**config.mk**
```make
export PLATFORM = sky130hd
export DESIGN_NAME = regfile_multiport
export DESIGN_NICKNAME = d
export VERILOG_FILES = /design/src/rtl/regfile_multiport_pkg.sv /design/src/rtl/regfile_scoreboard.sv /design/src/rtl/regfile_multiport.sv
export SDC_FILE = /design/constraint.sdc
export NUM_CORES = 1
export LEC_CHECK = 0
export CORE_MARGIN = 2
export CORE_UTILIZATION = 61
export DETAILED_ROUTE_END_ITERATION = 10
export PLACE_DENSITY = 0.89
export SETUP_SLACK_MARGIN = 0.5
export SYNTH_ARGS = -nofsm -noshare
export SYNTH_HDL_FRONTEND = slang
export SYNTH_SLANG_ARGS = --single-unit
```
**constraint.sdc**
```tcl
create_clock -name clk -period 12.5 [get_ports clk]
set_input_delay 1.25 -clock clk [delete_from_list [all_inputs] [get_ports clk]]
set_output_delay 1.25 -clock clk [all_outputs]
set_load 0.01 [all_outputs]
```
**src/rtl/regfile_multiport_pkg.sv**
```systemverilog
// Shared defaults for the multiport register file.
// Default width, depth, address size and read-port count.
package regfile_multiport_pkg;

  localparam int DEF_DATA_W   = 16;
  localparam int DEF_NUM_REGS = 16;
  localparam int DEF_ADDR_W   = 4;
  localparam int DEF_NUM_RD   = 2;

endpackage

```
**src/rtl/regfile_scoreboard.sv**
```systemverilog
// Per-register pending bits; set wins over clear on the same reg.
// Ports: clk, rst, sb_set/sb_reg, clr/clr_reg, pend_nxt (next state).
module regfile_scoreboard
  import regfile_multiport_pkg::*;
#(
  parameter int NUM_REGS = DEF_NUM_REGS,
  parameter int ADDR_W   = DEF_ADDR_W,
  parameter int ZERO_R0  = 0
) (
  input  logic                clk,
  input  logic                rst,
  input  logic                sb_set,
  input  logic [ADDR_W-1:0]   sb_reg,
  input  logic                clr,
  input  logic [ADDR_W-1:0]   clr_reg,
  output logic [NUM_REGS-1:0] pend_nxt
);

  logic [NUM_REGS-1:0] pend_q;
  logic                set_ok;

  assign set_ok = sb_set &&
    !((ZERO_R0 != 0) && (sb_reg == '0));

  // Set applied last: a newer producer stays outstanding.
  always_comb begin
    pend_nxt = pend_q;
    if (clr)
      pend_nxt[clr_reg] = 1'b0;
    if (set_ok)
      pend_nxt[sb_reg] = 1'b1;
  end

  always_ff @(posedge clk or posedge rst) begin
    if (rst)
      pend_q <= '0;
    else
      pend_q <= pend_nxt;
  end

endmodule

```
**src/rtl/regfile_multiport.sv**
```systemverilog
// Register file: NUM_RD registered read ports, one write port,
// write bypass, optional zero r0, pending scoreboard (pend_out).
module regfile_multiport
  import regfile_multiport_pkg::*;
#(
  parameter int DATA_W   = DEF_DATA_W,
  parameter int NUM_REGS = DEF_NUM_REGS,
  parameter int ADDR_W   = DEF_ADDR_W,
  parameter int NUM_RD   = DEF_NUM_RD,
  parameter int ZERO_R0  = 0
) (
  input  logic                     clk,
  input  logic                     rst,
  input  logic [NUM_RD*ADDR_W-1:0] rd_addr,
  output logic [NUM_RD*DATA_W-1:0] rd_data,
  output logic [NUM_RD-1:0]        pend_out,
  input  logic                     reg_write,
  input  logic [ADDR_W-1:0]        write_reg,
  input  logic [DATA_W-1:0]        write_data,
  input  logic                     sb_set,
  input  logic [ADDR_W-1:0]        sb_reg
);

  logic [DATA_W-1:0]   regs [NUM_REGS];
  logic [NUM_REGS-1:0] pend_nxt;
  logic                wr_en;

  assign wr_en = reg_write &&
    !((ZERO_R0 != 0) && (write_reg == '0));

  regfile_scoreboard #(
    .NUM_REGS (NUM_REGS),
    .ADDR_W   (ADDR_W),
    .ZERO_R0  (ZERO_R0)
  ) u_sb (
    .clk      (clk),
    .rst      (rst),
    .sb_set   (sb_set),
    .sb_reg   (sb_reg),
    .clr      (wr_en),
    .clr_reg  (write_reg),
    .pend_nxt (pend_nxt)
  );

  always_ff @(posedge clk or posedge rst) begin
    if (rst) begin
      for (int k = 0; k < NUM_REGS; k++)
        regs[k] <= '0;
    end else if (wr_en) begin
      regs[write_reg] <= write_data;
    end
  end

  for (genvar i = 0; i < NUM_RD; i++) begin : g_rd
    logic [ADDR_W-1:0] ra;
    logic              zhit;
    logic              byp;
    logic [DATA_W-1:0] dq;
    logic              pq;

    assign ra   = rd_addr[i*ADDR_W +: ADDR_W];
    assign zhit = (ZERO_R0 != 0) && (ra == '0);
    assign byp  = wr_en && (write_reg == ra);

    always_ff @(posedge clk or posedge rst) begin
      if (rst) begin
        dq <= '0;
        pq <= 1'b0;
      end else if (zhit) begin
        dq <= '0;
        pq <= 1'b0;
      end else begin
        dq <= byp ? write_data : regs[ra];
        pq <= pend_nxt[ra];
      end
    end

    assign rd_data[i*DATA_W +: DATA_W] = dq;
    assign pend_out[i] = pq;
  end

endmodule

```
---- Word level (Yosys, flattened, before mapping) ----
Index checks and enable logic that the tools add are counted.
operators by class
  mux-type cells .......................... 21
  reduce and logical (&&, ||, !) cells .... 5
  $add $sub $neg .......................... 0
  shift operators ......................... 0
  equal/unequal tests ..................... 2
  multiply operators ...................... 0
  div/mod/pow operators ................... 0
  $lt $le $gt $ge ......................... 10
  bitwise logic cells ..................... 6
operators with widths
  cell                                                                                 number
  256-bit bitwise mux                                                                  1
  16-bit 2-to-1 mux                                                                    9
  16-bit binary-select mux with 4-bit select                                           2
  16-bit demux with 4-bit select                                                       1
  4-bit by 5-bit less-than comparator with 1-bit output, second input constant         4
  16-bit AND                                                                           1
  16-bit NOT                                                                           1
  16-bit bitwise OR                                                                    1
  5-bit greater-or-equal comparator, second input constant                             3
  4-bit NOT with 5-bit output                                                          3
  1-bit binary-select mux with 4-bit select                                            2
  1-bit demux with 4-bit select                                                        2
  4-bit == test                                                                        2
  4-bit by 1-bit greater-or-equal comparator with 1-bit output, second input constant  2
  1-bit logical AND                                                                    5
  5-bit by 1-bit less-than comparator with 1-bit output, second input constant         1
  1-bit 2-to-1 mux                                                                     4
word-level totals
  input bits .............................. 36
  latch bits .............................. 0
  memory bits (read-only) ................. 0
  flip-flop bits (word level) ............. 306
  word-level logic and storage cells ...... 65
  memories ................................ 0
  RAM bits ................................ 0

---- Depth between registers and ports, before layout ----
Gate-level depths: netlist of run 1.
  word-level depth ........................ 11
  mapped depth ............................ 9
  depth with buffers taken out ............ 6

---- Cells and area by module ----
Synthesis of run 1 repeated with hierarchy kept, for this count alone.
second synthesis, totals
  cell total of the unflattened synthesis .. 1003
  area total of the unflattened synthesis .. 15957.8 um^2
modules (own cells, without submodules)
  module              area each (um^2)  instances  cells an instance  seq. area each (um^2)
  regfile_multiport   15269.6           1          935                7257.0
  regfile_scoreboard  688.2             1          68                 400.4

---- Worst setup path before layout of run 1 ----
No wires, ideal clock.
  path kind ............................... input to register
  start point ............................. input rd_addr[5]
  end point ............................... register g_rd[1].dq[0]
  stages .................................. 5
  data required time ...................... 12.375 ns
  data arrival time ....................... 2.828 ns
  buffers on the path ..................... 2
  slack ................................... 9.548 ns
  cell sequence ........................... clkbuf_1 > clkbuf_1 > mux4_2 > mux4_2 > mux2_2
between the ends
  word-level cells in the longest chain between the ends .. 5
ends and longest elaborated chain
  item                                                   RTL line                 source
  start: declaration                                     regfile_multiport.sv:14  input logic [NUM_RD*ADDR_W-1:0] rd_addr,
  4-bit NOT with 5-bit output (implied by the code)      regfile_multiport.sv:73  dq <= byp ? write_data : regs[ra];
  16-bit binary-select mux with 4-bit select             regfile_multiport.sv:73
  16-bit 2-to-1 mux (implied by the code) (2 in series)  regfile_multiport.sv:73
  16-bit 2-to-1 mux *                                    regfile_multiport.sv:73
  end signal: assignment                                 regfile_multiport.sv:73
  end: declaration                                       regfile_multiport.sv:58  logic [DATA_W-1:0] dq;
Mark *: on every way between the ends. The rest lies on a longest branch, timed or not. The select of a mux whose other input is x is not followed.
A chain may end at the register's enable or synchronous reset.

---- Final worst setup path of run 1 ----
  start point ............................. input write_reg[2]
  end point ............................... register g_rd[1].pq
between the ends
  word-level cells in the longest chain between the ends .. 11
ends and longest elaborated chain
  item                                                                                                                                                                RTL line                  source
  start: declaration                                                                                                                                                  regfile_multiport.sv:18   input logic [ADDR_W-1:0] write_reg,
  4-bit by 5-bit less-than comparator with 1-bit output (implied by the code) / 4-bit by 1-bit greater-or-equal comparator with 1-bit output (equally long branches)  regfile_scoreboard.sv:29  pend_nxt[clr_reg] = 1'b0;
  1-bit logical AND (implied by the code)                                                                                                                             regfile_scoreboard.sv:29
  1-bit 2-to-1 mux (implied by the code)                                                                                                                              regfile_scoreboard.sv:29
  1-bit demux with 4-bit select *                                                                                                                                     n/a
  16-bit NOT (no line) *                                                                                                                                              n/a
  16-bit AND (no line) *                                                                                                                                              n/a
  16-bit 2-to-1 mux *                                                                                                                                                 regfile_scoreboard.sv:28  if (clr)
  16-bit bitwise OR (no line)                                                                                                                                         n/a
  16-bit 2-to-1 mux *                                                                                                                                                 regfile_scoreboard.sv:30  if (set_ok)
  1-bit binary-select mux with 4-bit select *                                                                                                                         regfile_multiport.sv:74   pq <= pend_nxt[ra];
  1-bit 2-to-1 mux (implied by the code) *                                                                                                                            regfile_multiport.sv:74
  end signal: assignment                                                                                                                                              regfile_multiport.sv:74
  end: declaration                                                                                                                                                    regfile_multiport.sv:59   logic pq;
Marks and branches as above.

==> results.md, run 1 <==
- Critical Path AT: 4.18 ns
- Number of nets in the layout: 1,050
- Kind of critical path: input port to register
- Vias in the first global route: 10,145
- Post-synthesis sequential area ratio: 48.5%
- Largest net degree at the start of global routing: 151
- DRT met1 WL: 15.2 mm
- Avg Synthesized Cell Area: 16.2 sq um
- FMAX: 263 MHz
- I/O Buffers: 69
- Period utilization: 30.5%
- Max VDD drop: 105 uV
- Syn Nets: 1,009
- Routability cong.: 0.878
- ANT cells: 0
- Wire length per cell: 28.4 um
- Final count of hold timing violations: 0
- Clk root buf: clkbuf_16
- CTS sink cnt: 306
- Slowest CP cell: nand2_1
- Clk buf depth: 3
- Synth area leaders: dfrtp_1 49%, mux4_2 23%, mux2_2 21%
- Max Slew Vio Count: 0
- Grt ovf: 0
- Io pins: 70
- Tightest Pin Transition: 1.19 ns
- P_sw: 0.809 mW
- Internal power: 2.31 mW
- Pwr Total: 3.12 mW
- Pwr/cell area: 176 nW/um^2
- Synthesis-stage register bit count: 306
- GRT Util Overall: 30.1%
- Hold-fix buffers at CTS: 0
- Post-synth top area share: 48.5%
- Synth Cell Area: 15,800 sq um
- Max Cap Violations: 0
- RSZ-0062 raised after global routing: no
- Global-route wire length before repair: 59.9 mm
- Worst Skew: 0.00918 ns
- Worst-path cell chain: clkdlybuf4s50_1 -> and3b_1 -> nand2_1 -> a22oi_1 -> o22ai_1 -> a2111oi_2 -> a2bb2oi_1
- Drt initial violations: 912
- Met2 routed WL: 18.8 mm
- Status: finished, final reports clean
- Lkg Pwr: 7.28 nW
- Top_reg_cell synth: dfrtp_1
- Worst setup EP type: register
- CTS Buf Count: 34
- Synth async-reset ratio: 100%
- Switch share: 26.0%
- DR vias: 9,619
- Critical-path maximum fanout: 17
- Share of layout cells above drive strength 1: 51.8%
- Part of the power in registers: 45.0%
- Number of warnings issued by yosys: 0
- Final ANT Viol Nets: 0
- Post-CTS Repair Setup Buffers: 0
- Row count: 58
- CTS H-tree depth: 2
- Clock power share: 31.8%
- Max incr delay on CP: 0.71 ns
- Final WL: 38.8 mm
- Clock transition at the registers of the reported paths: 0.05 ns
- Met3 wire length: 3.30 mm
- Antenna violations before repair: 0
- HPWL after detailed placement: 21.2 mm
- Endpoints failing setup: 0
- Worst path required time: 12.87 ns
- Area of the core: 25,300 sq um
- DR vias/cell: 7.05
- Startpoint types: input port
- Post-synthesis cell count: 973
- Initial core utilization: 62.3%
- Syn-to-layout area delta: 12.2%
- Top routing layer in use: met4
- Synth cell count leaders: 306 x dfrtp_1, 288 x mux2_2, 160 x mux4_2
- Slew HR: 20.3%
- DR pass1 iterations: 6
- Share of total power in combinational logic: 23.1%
- Resize count post-CTS: 0
- Crit path time final: 3.81 ns
- Worst min path class: register to register
- EDFF count, synth: 0
- Worst-Skew Late Latency: 0.51 ns
- Yosys top cell by area: dfrtp_1
- Die area: 27,200 sq um
- Die height: 165 um
- # DRC: 0
- Most numerous cell in the Yosys netlist: dfrtp_1
- Die Span X: 165 um
- Final TNS setup: 0 ns
- Netlist cell types: 41
- TritonCTS clock tree: built
-- cells in the final DEF, fill, tap and decap left out, types with 7 or more instances in the layout --
cell type and instances:
buf_4 22, dfrtp_1 306, nand2b_1 10, nand2_1 22, clkbuf_1 8, mux4_2 160
a22oi_1 7, mux2_2 288, clkbuf_16 35, inv_1 7, nand3_1 7, clkdlybuf4s50_1 64
-- metal layers --
layer	vias up	track usage [%]
met1	5120	41.8
li1	3872	-
met5	-	0
met4	0	10.8
met2	511	47.6
met3	116	6.65
-- critical path: cells and delay by family --
family          cells  cell delay [ns]
buf+inv             1             0.55
simple gates        2             1.12
compound gates      4             1.25
-- kinds of logic (layout without fill, tap and decap cells) --
| group | Yosys count | after routing | synth area share (%) |
|---|---|---|---|
| xor gates and xnor gates | 8 | 8 | 0.444 |
| muxes | 450 | 450 | 43.5 |
| DFF | 306 | 306 | 48.5 |
| and+or+nand+nor | 78 | 78 | 2.85 |
| buffers and inverters | 93 | 154 | 3.00 |
| AOI/OAI and AO/OA | 38 | 38 | 1.68 |
-- area by class of cell --
| cell class | instances | area [sq um] |
|---|---|---|
| Fill cell | 1581 | 7610 |
| Multi-Input combinational cell | 574 | 7680 |
| Inverter | 9 | 41.3 |
| Sequential cell | 306 | 7660 |
| Clock inverter | 8 | 125 |
| Tap cell | 330 | 413 |
| Clock buffer | 48 | 975 |
| Timing Repair Buffer | 89 | 821 |
-- final timing paths --
kind	start	end	slack [ns]	depth (start not counted)
setup / recovery	write_reg[2]	g_rd[1].pq$_DFF_PP0_	8.69	7
hold / removal	u_sb.pend_q[10]$_DFF_PP0_	u_sb.pend_q[10]$_DFF_PP0_	0.52	2
setup reg to reg	regs[198]$_DFFE_PP0P_	g_rd[1].dq[6]$_DFF_PP0_	10.70	3
hold reg to reg	u_sb.pend_q[10]$_DFF_PP0_	u_sb.pend_q[10]$_DFF_PP0_	0.52	2
max in group asynchronous	rst	regs[239]$_DFFE_PP0P_	9.42	3
min in group asynchronous	rst	u_sb.pend_q[8]$_DFF_PP0_	1.34	2
-- through the flow --
| stage | hold WS, ns | instances | setup WS, ns | area [sq um] | util [%] |
|---|---|---|---|---|---|
| after floorplan | 0.468 | 973 | 2.79 | 15800 | - |
| after global placement | 0.489 | 1308 | 8.26 | 16600 | 65.6 |
| after detailed placement | 0.500 | 1308 | 8.24 | 16600 | 65.6 |
| after CTS | 0.514 | 1364 | 8.74 | 17700 | 69.9 |
| after global routing | 0.542 | 1364 | 8.57 | 17700 | 69.9 |
| final | 0.517 | 1364 | 8.69 | 17700 | 69.9 |
-- registers in the layout, summed over array words and instances (netlist names) --
name and count:
u_sb.pend_q 16, regs 256, g_rd.dq 32, g_rd.pq 2
-- power groups by stage --
stage	Clock (mW)	Sequential, mW	Combinational, mW
2_1_floorplan	0	1.36	0.527
3_3_place_gp	0	1.39	0.689
3_5_place_dp	0	1.41	0.718
4_1_cts	1.00	1.40	0.726
5_1_grt	1.05	1.43	0.769
6_report	0.992	1.40	0.721
(Power assumes the default switching activity.)
==> run 2: changes to the inputs <==
--- a/config.mk
+++ b/config.mk
@@ -6,9 +6,9 @@
 export NUM_CORES = 1
 export LEC_CHECK = 0
 export CORE_MARGIN = 2
-export CORE_UTILIZATION = 61
+export CORE_UTILIZATION = 55
 export DETAILED_ROUTE_END_ITERATION = 10
-export PLACE_DENSITY = 0.89
+export PLACE_DENSITY = 0.85
 export SETUP_SLACK_MARGIN = 0.5
 export SYNTH_ARGS = -nofsm -noshare
 export SYNTH_HDL_FRONTEND = slang
==> constraint.sdc (replaced) <==
create_clock -name clk -period 3.47 [get_ports clk]
set_input_delay 0.347 -clock clk [delete_from_list [all_inputs] [get_ports clk]]
set_output_delay 0.347 -clock clk [all_outputs]
set_load 0.01 [all_outputs]
==> results.md, run 2 (synthesized netlist as in run 1, its figures left out) <==
- Status: finished, final reports clean
- Share of layout cells above drive strength 1: 53.6% (+1.8 points)
- Crit path time final: 2.27 ns
- R2r endpoint: g_rd[1].dq[15]$_DFF_PP0_
- HPWL after detailed placement: 23.2 mm (+9.3%)
- Worst min path class: input port to async pin
- Die Span X: 173 um (+5.2%)
- Startpoint types: input port
- Final ANT Viol Nets: 0 (unchanged)
- CP startpoint: write_reg[2]
- Worst path required time: 3.85 ns (-9.02 ns)
- Kind of critical path: input port to register
- Wire length per cell: 26.7 um (-6.2%)
- Share of total power in combinational logic: 22.8% (-0.3 points)
- CTS Buf Count: 34 (unchanged)
- R2r startpoint: regs[111]$_DFFE_PP0P_
- Setup ws final: 1.20 ns (-7.49 ns)
- Critical-path maximum fanout: 17 (unchanged)
- Drt initial violations: 810 (-11%)
- Max VDD drop: 344 uV (+230%)
- Design area: 18,100 sq um (+2.4%)
- ANT cells: 0 (unchanged)
- Top delay family on crit path: compound AO/OA/AOI/OAI gates
- Grt ovf: 0 (unchanged)
- FMAX: 440 MHz
- Most frequent cells in the layout: 306 x dfrtp_1, 288 x mux2_2, 160 x mux4_2
- Worst-Skew Late Latency: 0.51 ns (about the same)
- Biggest regs: regs x256, g_rd.dq x32, u_sb.pend_q x16
- Lkg Pwr: 7.49 nW (+2.8%)
- Period utilization: 65.5%
- Die height: 173 um (+5.2%)
- Switch share: 25.5% (-0.48 points)
- Max Cap Violations: 0 (unchanged)
- CTS sink cnt: 306 (unchanged)
- Post-CTS Repair Setup Buffers: 0 (unchanged)
- Endpoints failing setup: 0 (unchanged)
- RSZ-0062 raised after global routing: no
- Max Slew Vio Count: 0 (unchanged)
- Placed Area: 16,900 sq um (+1.9%)
- Antenna violations before repair: 0 (unchanged)
- Register-to-Register Setup Slack: 1.68 ns (-9.02 ns)
- Initial core utilization: 55.4% (-6.9 points)
- Vias in the first global route: 10,169 (+0.24%)
- Final count of hold timing violations: 0 (unchanged)
- Most common cell after layout, fill and taps aside: dfrtp_1
- Clk root buf: clkbuf_16
- Worst setup EP type: register
- Internal power: 8.59 mW (+270%)
- Slowest CP cell: clkdlybuf4s50_1
- Hold_ws: 0.336 ns (-0.180 ns)
- Most flop-heavy register: regs
- TritonCTS clock tree: built
- Worst-path cell chain: clkdlybuf4s50_1 -> and3b_1 -> nand2_4 -> a22o_1 -> a311o_1 -> a2111oi_2 -> a2bb2oi_1
- Syn-to-layout area delta: 15.0%
- DR pass1 iterations: 6 (unchanged)
- DR vias/cell: 6.57 (-6.8%)
- Part of the power in registers: 43.6% (-1.4 points)
- Clock power share: 33.6% (+1.8 points)
- Critical Path AT: 2.65 ns (-1.53 ns)
- Pre-CTS setup slack: 0.730 ns (-7.51 ns)
- Tightest Pin Transition: 1.01 ns (-0.180 ns)
- # DRC: 0 (unchanged)
- Clock transition at the registers of the reported paths: 0.06 ns (about the same)
- Pwr Total: 11.5 mW (+270%)
- Hold-fix buffers at CTS: 0 (unchanged)
- Max reg flops: 256 (unchanged)
- Final WL: 38.5 mm (-0.75%)
- Slew HR: 32.5% (+12 points)
- Filler cells: 2,005 (+27%)
- WP buf/inv: 1 (unchanged)
- Die area: 30,100 sq um (+11%)
- Resize count post-CTS: 0 (unchanged)
- Row count: 62 (+6.9%)
- Largest net degree at the start of global routing: 82 (-46%)
- Pwr/cell area: 636 nW/um^2 (+260%)
- Clk buf depth: 3 (unchanged)
- Global-route wire length before repair: 60.6 mm (+1.1%)
- Io pins: 70 (unchanged)
- Worst Skew: 0.00814 ns (-0.00104 ns)
- P_sw: 2.94 mW (+260%)
- I/O Buffers: 69 (unchanged)
- Area of the core: 28,500 sq um (+12%)
- CTS H-tree depth: 2 (unchanged)
- Worst reg-to-reg path cell count: 3 (unchanged)
- Routability cong.: 0.904 (+2.9%)
- Number of nets in the layout: 1,072 (+2.1%)
- GRT Util Overall: 26.4% (-3.6 points)
- DR vias: 9,485 (-1.4%)
- Max incr delay on CP: 0.58 ns (-0.13 ns)
## run 2: changes by cell type in the layout (fill, tap and decap cells not counted), moves of 2 or more
cell       change
clkinv_2       +5
bufinv_16      +3
buf_12         +9
clkbuf_1       -6
clkbuf_8       +2
nor2_4         -3
nor2_2         +3
buf_4         +13
## run 2: routing by layer
layer  up-vias  share of wire (%)  track usage [%]
met4         0                2.9             8.37
met5         -                  0                0
li1       3915                  -                -
met2       369                 49             42.5
met1      5114                 41             37.4
met3        87                6.7             4.52
## run 2: area by class of cell
cell class | instances | area [sq um] | share of cell area (%)
timing repair buffer | 111 | 1090 | 6.03
multi-input combinational | 574 | 7670 | 42.3
tap | 384 | 480 | 2.65
clock buffer | 44 | 980 | 5.40
clock inverter | 15 | 231 | 1.28
inverter | 9 | 37.5 | 0.207
sequential | 306 | 7660 | 42.2
## run 2: worst register-to-register path: cells and delay by family (launching register included)
kind	cells	cell delay (ns)
mux	3	1.27
flops	1	0.40
## run 2: how the worst max path moves through the flow
stage / endpoint / slack, ns / depth (start not counted)
after floorplan: g_rd[0].dq[0]$_DFF_PP0_ / -0.95 / 1
after global placement: g_rd[1].pq$_DFF_PP0_ / 0.77 / 7
after detailed placement: g_rd[1].pq$_DFF_PP0_ / 0.73 / 7
after CTS: g_rd[1].pq$_DFF_PP0_ / 1.24 / 7
after global routing: g_rd[1].pq$_DFF_PP0_ / 1.06 / 7
final: g_rd[1].pq$_DFF_PP0_ / 1.20 / 7
## run 2: power groups by stage
stage               Combinational (mW)  Clock (mW)  Sequential [mW]
floorplan                         1.90           0             4.92
global placement                  2.55           0             4.98
detailed placement                2.64           0             5.05
CTS                               2.66        3.94             5.00
global route                      2.81        4.08             5.12
finish                            2.63        3.88             5.02
## run 2: stage by stage
| stage | util [%] | setup TNS, ns | instances |
|---|---|---|---|
| after global routing | 63.7 | 0 | 1443 |
| after global placement | 59.5 | 0 | 1384 |
| after floorplan | - | -290.08 | 973 |
| after detailed placement | 59.5 | 0 | 1384 |
| final | 63.7 | 0 | 1443 |
| after CTS | 63.7 | 0 | 1443 |
